==> config.mk <==
export PLATFORM = sky130hd
export DESIGN_NAME = scaler_div_fix_pipe
export DESIGN_NICKNAME = d
export VERILOG_FILES = /design/src/rtl/scaler_div_fix_pipe.sv
export SDC_FILE = /design/constraint.sdc
export NUM_CORES = 1
export LEC_CHECK = 0
export ABC_AREA = 1
export BUFFER_PORTS_ARGS = -buffer_cell sky130_fd_sc_hd__buf_4
export CAP_MARGIN = 20
export CELL_PAD_IN_SITES_DETAIL_PLACEMENT = 0
export CELL_PAD_IN_SITES_GLOBAL_PLACEMENT = 1
export CORE_MARGIN = 2
export CORE_UTILIZATION = 35
export CTS_CLUSTER_SIZE = 40
export DETAILED_ROUTE_END_ITERATION = 10
export GPL_TIMING_DRIVEN = 0
export PLACE_DENSITY_LB_ADDON = 0.1
export SLEW_MARGIN = 20
export SYNTH_ARGS = -nofsm -noshare
export SYNTH_HDL_FRONTEND = slang
export SYNTH_SLANG_ARGS = --single-unit
==> constraint.sdc <==
create_clock -name clk -period 2.7 [get_ports clk]
set_input_delay 0 -clock clk [delete_from_list [all_inputs] [get_ports clk]]
set_output_delay 0 -clock clk [all_outputs]
set_load 0.01 [all_outputs]
==> src/rtl/scaler_div_fix_pipe.sv <==
// Two-stage streaming down-scaler: divides signed samples by 2**$clog2(SCALE), sign-magnitude, round half away from zero.
// Optional macro SCALER_DIV_FIX_TRUNC_EN selects truncation toward zero instead of rounding.
module scaler_div_fix_pipe #(
    parameter int WIDTH = 16,
    parameter int SCALE = 2,
    parameter int CNT_W = 16
) (
    input  logic             clk,
    input  logic             rst_n,
    input  logic             in_valid,
    output logic             in_ready,
    input  logic [WIDTH-1:0] in_data,
    input  logic             in_last,
    output logic             out_valid,
    input  logic             out_ready,
    output logic [WIDTH-1:0] out_data,
    output logic             out_last,
    output logic             out_uf,
    input  logic             clr_cnt,
    output logic [CNT_W-1:0] uf_count
);
    localparam int SHAMT = $clog2(SCALE);
    localparam logic [WIDTH-1:0] MIN_VAL = {1'b1, {(WIDTH-1){1'b0}}};
    localparam logic [WIDTH-1:0] MAX_VAL = {1'b0, {(WIDTH-1){1'b1}}};
    localparam logic [CNT_W-1:0] CNT_MAX = '1;

    logic             s1_valid_reg;
    logic             s1_sign_reg;
    logic [WIDTH-1:0] s1_mag_reg;
    logic             s1_nz_reg;
    logic             s1_last_reg;

    logic             out_valid_reg;
    logic [WIDTH-1:0] out_data_reg;
    logic             out_last_reg;
    logic             out_uf_reg;
    logic [CNT_W-1:0] uf_count_reg;

    logic             s1_en;
    logic             s2_en;
    logic [WIDTH-1:0] in_mag;
    logic [WIDTH:0]   mag_ext;
    logic [WIDTH:0]   rmag;
    logic [WIDTH-1:0] out_data_next;
    logic             out_uf_next;
    logic             out_hs;
    logic             cnt_inc;

    // S2 refills whenever it is empty, so bubbles never block the pipe
    assign s2_en    = out_ready || !out_valid_reg;
    assign s1_en    = s2_en || !s1_valid_reg;
    assign in_ready = s1_en || !rst_n;

    // Most negative value is clamped so the magnitude range is symmetric
    always_comb begin
        in_mag = in_data;
        if (in_data[WIDTH-1]) begin
            if (in_data == MIN_VAL) begin
                in_mag = MAX_VAL;
            end else begin
                in_mag = ~in_data + 1'b1;
            end
        end
    end

    assign mag_ext = {1'b0, s1_mag_reg};

    generate
        if (SHAMT == 0) begin : g_pass
            assign rmag = mag_ext;
        end else if (SHAMT >= WIDTH) begin : g_zero
            assign rmag = '0;
        end else begin : g_shift
`ifdef SCALER_DIV_FIX_TRUNC_EN
            assign rmag = mag_ext >> SHAMT;
`else
            localparam logic [WIDTH:0] HALF = (WIDTH+1)'(1) << (SHAMT - 1);
            assign rmag = (mag_ext + HALF) >> SHAMT;
`endif
        end
    endgenerate

    // A zero magnitude negates to zero, so the result is always +0
    assign out_data_next = s1_sign_reg ? (~rmag[WIDTH-1:0] + 1'b1) : rmag[WIDTH-1:0];
    assign out_uf_next   = s1_nz_reg && (rmag == '0);

    always_ff @(posedge clk) begin
        if (!rst_n) begin
            s1_valid_reg <= 1'b0;
            s1_sign_reg  <= 1'b0;
            s1_mag_reg   <= '0;
            s1_nz_reg    <= 1'b0;
            s1_last_reg  <= 1'b0;
        end else if (s1_en) begin
            s1_valid_reg <= in_valid;
            if (in_valid) begin
                s1_sign_reg <= in_data[WIDTH-1];
                s1_mag_reg  <= in_mag;
                s1_nz_reg   <= (in_data != '0);
                s1_last_reg <= in_last;
            end
        end
    end

    always_ff @(posedge clk) begin
        if (!rst_n) begin
            out_valid_reg <= 1'b0;
            out_data_reg  <= '0;
            out_last_reg  <= 1'b0;
            out_uf_reg    <= 1'b0;
        end else if (s2_en) begin
            out_valid_reg <= s1_valid_reg;
            if (s1_valid_reg) begin
                out_data_reg <= out_data_next;
                out_last_reg <= s1_last_reg;
                out_uf_reg   <= out_uf_next;
            end
        end
    end

    assign out_hs  = out_valid_reg && out_ready;
    assign cnt_inc = out_hs && out_uf_reg;

    // Clear wins over the old value but still counts a coincident underflow
    always_ff @(posedge clk) begin
        if (!rst_n) begin
            uf_count_reg <= '0;
        end else if (clr_cnt) begin
            uf_count_reg <= cnt_inc ? CNT_W'(1) : '0;
        end else if (cnt_inc && (uf_count_reg != CNT_MAX)) begin
            uf_count_reg <= uf_count_reg + 1'b1;
        end
    end

    assign out_valid = out_valid_reg;
    assign out_data  = out_data_reg;
    assign out_last  = out_last_reg;
    assign out_uf    = out_uf_reg;
    assign uf_count  = uf_count_reg;
endmodule
Word-level counts from Yosys, hierarchy flattened
Cells that the tools add are included.
{"block": "word_totals", "output_inout_bits": 36, "regBits": 55, "wordCells": 39}
{"block": "classes", "eq_ne": 2, "n_mux": 6, "reduce_logical": 15, "bitwise_logic": 2, "addsub": 4}
{"operator": "$mux W16", "n": 5}
{"operator": "$add A16 B1 Y16 const B", "n": 3}
{"operator": "$not A16 Y16", "n": 2}
{"operator": "$add A16 B1 Y17 const B", "n": 1}
{"operator": "$logic_not A17 Y1", "n": 1}
{"operator": "$eq A16 B16 Y1 const B", "n": 1}
{"operator": "$ne A16 B16 Y1 const B", "n": 1}
{"operator": "$reduce_bool A16 Y1", "n": 1}
{"operator": "$logic_and A1 B1 Y1", "n": 4}
{"operator": "$reduce_and A2 Y1", "n": 2}
{"operator": "$logic_not A1 Y1", "n": 3}
{"operator": "$logic_or A1 B1 Y1", "n": 3}
{"operator": "$reduce_bool A2 Y1", "n": 1}
{"operator": "$mux W1", "n": 1}

Logic depth before layout (Yosys ltp)
{"block": "depth", "word_depth": 5, "mapped_depth": 15}

Worst setup path before layout
No wires, ideal clock.
{"block": "synth_path", "path_type": "register to register", "from": "register s1_mag_reg[1]", "to": "register out_data_reg[15] (netlist: out_data[15])", "arrival_time_ns": 1.560, "stages_incl_launch_ff": 15, "path_buffers": 0, "setup_time_ns": 0.117, "required_ns": 2.583, "slack_ns": 1.023, "path_cell_list": "dfxtp_1 > ha_1 > nand2_1 > nor2_2 > nand2_2 > clkinv_1 > nand2_2 > nand2_4 > nand2_1 > nor2_2 > nand2_1 > nand2_2 > a21oi_1 > nor2_1 > nor2_1"}
{"block": "synth_between", "elab_chain_cells": 4}
{"element": "start: declaration", "line": "29", "source": "logic [WIDTH-1:0] s1_mag_reg;"}
{"element": "start signal: assignment", "line": "98", "source": "s1_mag_reg <= in_mag;"}
{"element": "$add A16 B1 Y17 *", "line": "78", "source": "assign rmag = (mag_ext + HALF) >> SHAMT;"}
{"element": "$not A16 Y16", "line": "84", "source": "assign out_data_next = s1_sign_reg ? (~rmag[WIDTH-1:0] + 1'b1) : rmag[WIDTH-1:0];"}
{"element": "$add A16 B1 Y16", "line": "84"}
{"element": "$mux W16 *", "line": "84"}
{"element": "end signal: assignment", "line": "114", "source": "out_data_reg <= out_data_next;"}
{"element": "end: declaration", "line": "34", "source": "logic [WIDTH-1:0] out_data_reg;"}
Mark *: on every way between the ends. The rest lies on a longest branch, timed or not.
A chain may end at the register's enable or synchronous reset.

Final worst setup path
{"block": "layout_path", "from": "register s1_mag_reg[1]", "to": "register out_data_reg[12] (netlist: out_data[12])"}
Same word-level chain as after synthesis.

==> implementation parameters <==
Parameter                              Value

Outcome
  Result of the run ... completed

Logic synthesis
  Synthesized netlist cell count ... 530
  Flops & latches, synth ... 55
  Mapped Nets ... 556
  Post-synthesis average cell area ... 6.372 um^2
  Post-synth top flop ... sky130_fd_sc_hd__dfxtp_1
  Number of library cell types mapped by synthesis ... 38
  Share of synthesized flip-flops with an asynchronous set or reset ... 0%
  Share of the yosys chip area belonging to registers ... 32.60%
  Number of flops mapped to enable cells by yosys ... 0
  Combined area of all synthesized cells ... 3377 um^2
  Number of warning messages in the yosys log ... 0

CTS
  CTS tree ... yes
  Number of buffers on the longest clock path ... 2
  Clock tree root buffer cell ... sky130_fd_sc_hd__clkbuf_8
  CTS Buf Count ... 5
  Clock edge transition at the registers on the reported setup and hold paths ... 0.10 ns
  Deepest level of the CTS H-tree ... 2
  Post-CTS setup buffer count ... 0
  CTS sink cnt ... 55
  Total of cells resized after clock tree synthesis ... 0
  Clock latency at the later pin of the worst-skew pair ... 0.31 ns

Die
  Area of the die ... 10,450 um^2
  Core Rows ... 35
  Number of I/O pins ... 58
  Initial cell density of the core ... 36.37%
  Overall die width ... 102.2 um
  Core ar. ... 9284 um^2
  Die span in y ... 102.2 um

Global route
  Global router's overall resource usage ... 19.12%
  Global-route wire length before repair ... 15,710 um
  Largest net degree at the start of global routing ... 18
  Final global-route overflow total ... 0
  Via count of the first global-routing pass ... 3,281
  Antenna violations before repair ... 0

Power and ir drop
  Internal power contribution ... 1289 uW
  Power per standard cell area ... 443.8 nW/um^2
  Clock Power Share ... 31.0%
  IR Drop Worst-Case VDD ... 0.2255 mV
  Switching fraction of total power ... 30.22%
  Net switching power figure ... 558.4 uW
  Share of total power in combinational logic ... 20.8%
  Power after layout ... 1848 uW
  Relative contribution of sequential cells to total power ... 48.2%
  Leak pwr ... 0.001837 uW

Routing
  Per-cell via count in the routed design ... 4.903
  Met2 routed WL ... 4395 um
  Wire per inst ... 12.92 um
  Detailed Routing Iterations Pass 1 ... 5
  Detail Route Antenna Nets ... 0
  Number of design rule violations left after detail routing ... 0
  Wirelength, routed ... 9458 um
  Total vias in the final route ... 3,589
  Sum of met3 wire segment lengths after detailed routing ... 418 um
  Routed metal-1 wirelength ... 4543 um
  Number of DRC markers after the initial detailed-route iteration ... 117
  DR top layer ... met4

STA
  Final Critical Period ... 2.137 ns
  Number of pins with negative max-slew slack in the final report ... 0
  Hold violation total from the final report ... 0
  Final worst setup slack ... 0.5628 ns
  Post-route worst hold slack ... 0.004925 ns
  Relative max-transition margin ... 60.09%
  Crit share post-route ... 79.16%
  Accumulated negative setup slack ... 0 ns
  Slew of the pin with the lowest slew margin ... 0.5932 ns
  Maximum clock skew at final layout ... 0.005108 ns
  Achievable frequency ... 0.4679 GHz
  RSZ-0062 raised after global routing ... no
  Final count of negative-setup-slack endpoints ... 0

Setup path
  Kind of launch point of the worst setup path ... flip-flop
  Library cell appearing most often on the critical path ... sky130_fd_sc_hd__nand2_1
  Crit Path Category ... reg -> reg
  Delay of the slowest critical-path stage ... 0.40 ns
  Data arrival time of the critical path ... 2.35 ns
  Data required time of the critical path ... 2.92 ns
  CP Max Fanout ... 5
  Critical Path Sink Type ... flip-flop
  Family of cells with the greatest summed delay on the critical path ... simple AND/OR/NAND/NOR gates
  Cell at the slowest stage of the critical path ... sky130_fd_sc_hd__dfxtp_1
  Count of buffer and inverter cells on the critical path ... 0
  Worst path cell trace ... ha_1, nand2_1, nor2_2, nand4_1, nand2_1, nand2_1, nor2_4, nand3_2, nand3_1, nand2_1, nor2_1, nor2_1

Placement
  Port Buf Inserts ... 55
  Routability congestion estimate ... 0.8389
  DP HPWL ... 7530 um
  Number of placed instances, taps included ... 714
  Post-Place Worst Slack ... 0.5974 ns

Final layout
  Area growth from synthesis to layout ... 23.27%
  Nets ... 628
  Antenna cells ... 0
  Non-filler instance count after layout ... 732
  Ratio of cells with drive above 1 in the final layout ... 15.59%

Hold path
  Worst hold path type ... in -> reg

Flow run
  Max Cap Viol ... 0
==> final cells by class <==
| cell class | instances | area, um^2 |
|---|---|---|
| well taps | 129 | 161.4 |
| flip-flops and latches | 55 | 1101 |
| fillers | 1006 | 5121 |
| repair buffers | 65 | 513.0 |
| plain buffers | 13 | 71.32 |
| multi-input cells | 388 | 1926 |
| clock inverters | 2 | 38.79 |
| inverters | 74 | 279.0 |
| clock buffers | 6 | 72.57 |
==> cell usage in the layout, fill, tap and decap left out, types with 2 or more instances in the layout <==
cell type                         n
sky130_fd_sc_hd__or2_2            2
sky130_fd_sc_hd__a21oi_1         30
sky130_fd_sc_hd__o21ai_0         34
sky130_fd_sc_hd__nand2_1        124
sky130_fd_sc_hd__nand2_2          7
sky130_fd_sc_hd__xnor2_1          5
sky130_fd_sc_hd__nor2_1          71
sky130_fd_sc_hd__nand3_2          2
sky130_fd_sc_hd__nor4_1           3
sky130_fd_sc_hd__o21bai_1         3
sky130_fd_sc_hd__a221oi_1         4
sky130_fd_sc_hd__nor2_2           6
sky130_fd_sc_hd__buf_6            2
sky130_fd_sc_hd__nor3_1          14
sky130_fd_sc_hd__nor2_4           3
sky130_fd_sc_hd__a31oi_1          8
sky130_fd_sc_hd__buf_4           57
sky130_fd_sc_hd__nand4_1          8
sky130_fd_sc_hd__o221ai_1         4
sky130_fd_sc_hd__xor2_1           5
sky130_fd_sc_hd__dlygate4sd3_1   10
sky130_fd_sc_hd__clkbuf_8         5
sky130_fd_sc_hd__ha_1             4
sky130_fd_sc_hd__inv_2            2
sky130_fd_sc_hd__dfxtp_1         55
sky130_fd_sc_hd__clkbuf_1        10
sky130_fd_sc_hd__nand2_4          3
sky130_fd_sc_hd__o211ai_1         4
sky130_fd_sc_hd__o21ai_1          4
sky130_fd_sc_hd__inv_1           70
sky130_fd_sc_hd__nand3_1         33
==> final timing paths <==
path | from | endpoint | slack [ns] | cells after the start
min | in_data[0] | s1_mag_reg[0]$_SDFFE_PN0P_ | 0.005 | 3
max reg2reg | s1_mag_reg[1]$_SDFFE_PN0P_ | out_data[12]$_SDFFE_PN0P_ | 0.56 | 12
min reg2reg | s1_valid_reg$_SDFFE_PN0P_ | out_valid$_SDFFE_PN0P_ | 0.49 | 2
max | s1_mag_reg[1]$_SDFFE_PN0P_ | out_data[12]$_SDFFE_PN0P_ | 0.56 | 12
==> Yosys cell counts (2+ instances only) <==
cell | n | share of area (%)
sky130_fd_sc_hd__or2_2 | 2 | 0.37
sky130_fd_sc_hd__xor2_1 | 5 | 1.3
sky130_fd_sc_hd__clkbuf_1 | 9 | 1.0
sky130_fd_sc_hd__nand2_2 | 7 | 1.3
sky130_fd_sc_hd__o21ai_1 | 4 | 0.59
sky130_fd_sc_hd__nor4_1 | 3 | 0.56
sky130_fd_sc_hd__ha_1 | 4 | 1.5
sky130_fd_sc_hd__nand3_1 | 33 | 4.9
sky130_fd_sc_hd__o211ai_1 | 4 | 0.89
sky130_fd_sc_hd__nor2_2 | 6 | 1.1
sky130_fd_sc_hd__a221oi_1 | 4 | 1.0
sky130_fd_sc_hd__nand4_1 | 8 | 1.5
sky130_fd_sc_hd__o21bai_1 | 3 | 0.67
sky130_fd_sc_hd__buf_6 | 2 | 0.67
sky130_fd_sc_hd__inv_1 | 70 | 7.8
sky130_fd_sc_hd__xnor2_1 | 5 | 1.3
sky130_fd_sc_hd__nand2_4 | 3 | 1.0
sky130_fd_sc_hd__o21ai_0 | 34 | 5.0
sky130_fd_sc_hd__inv_2 | 2 | 0.22
sky130_fd_sc_hd__a31oi_1 | 8 | 1.5
sky130_fd_sc_hd__a21oi_1 | 30 | 4.4
sky130_fd_sc_hd__o221ai_1 | 4 | 1.0
sky130_fd_sc_hd__nor3_1 | 14 | 2.1
sky130_fd_sc_hd__nor2_1 | 71 | 7.9
sky130_fd_sc_hd__nor2_4 | 3 | 1.0
sky130_fd_sc_hd__buf_4 | 2 | 0.44
sky130_fd_sc_hd__nand2_1 | 124 | 14
sky130_fd_sc_hd__nand3_2 | 2 | 0.59
sky130_fd_sc_hd__dfxtp_1 | 55 | 33
==> logic make-up after synthesis <==
kind of cell | count (synthesis) | synth area share, %
flip-flops | 55 | 32.60
AND/OR/NAND/NOR | 280 | 37.05
buffers and inverters | 87 | 10.37
AO/OA/AOI/OAI | 94 | 15.89
XOR/XNOR | 10 | 2.593
adder cells (fa/ha/maj) | 4 | 1.482
==> power by group through the flow <==
stage          logic, uW  registers (uW)  clock network (uW)
2_1_floorplan        237             909                   0
3_3_place_gp         371             909                   0
3_5_place_dp         373             910                   0
4_1_cts              385             891                 598
5_1_grt              436             897                 623
6_report             384             891                 573
==> per-stage QoR <==
step / cell area [um^2] / util, %
final: 4163 / 44.84
after global routing: 4163 / 44.84
after CTS: 4163 / 44.84
after detailed placement: 3951 / 42.56
after global placement: 3951 / 42.56
after floorplan: 3377 / -
==> worst min-delay path: cells and delay by family <==
kind | cells | cell delay [ns]
compound gates | 1 | 0.08
buf+inv | 2 | 0.19
==> what timing repair did <==
item | 4_1_cts | 5_1_grt
hold buffers | 10 | 0
setup endpoints to repair | 0 | 0
endpoints found under the hold margin | 10 | 0
==> metal layers <==
layer  vias up  GRT usage [%]
li1       1869              -
met1      1629          25.60
met2        82          33.00
met3         9          2.462
met4         0          4.103
met5         -              0
Power figures use the tool's default switching activity.
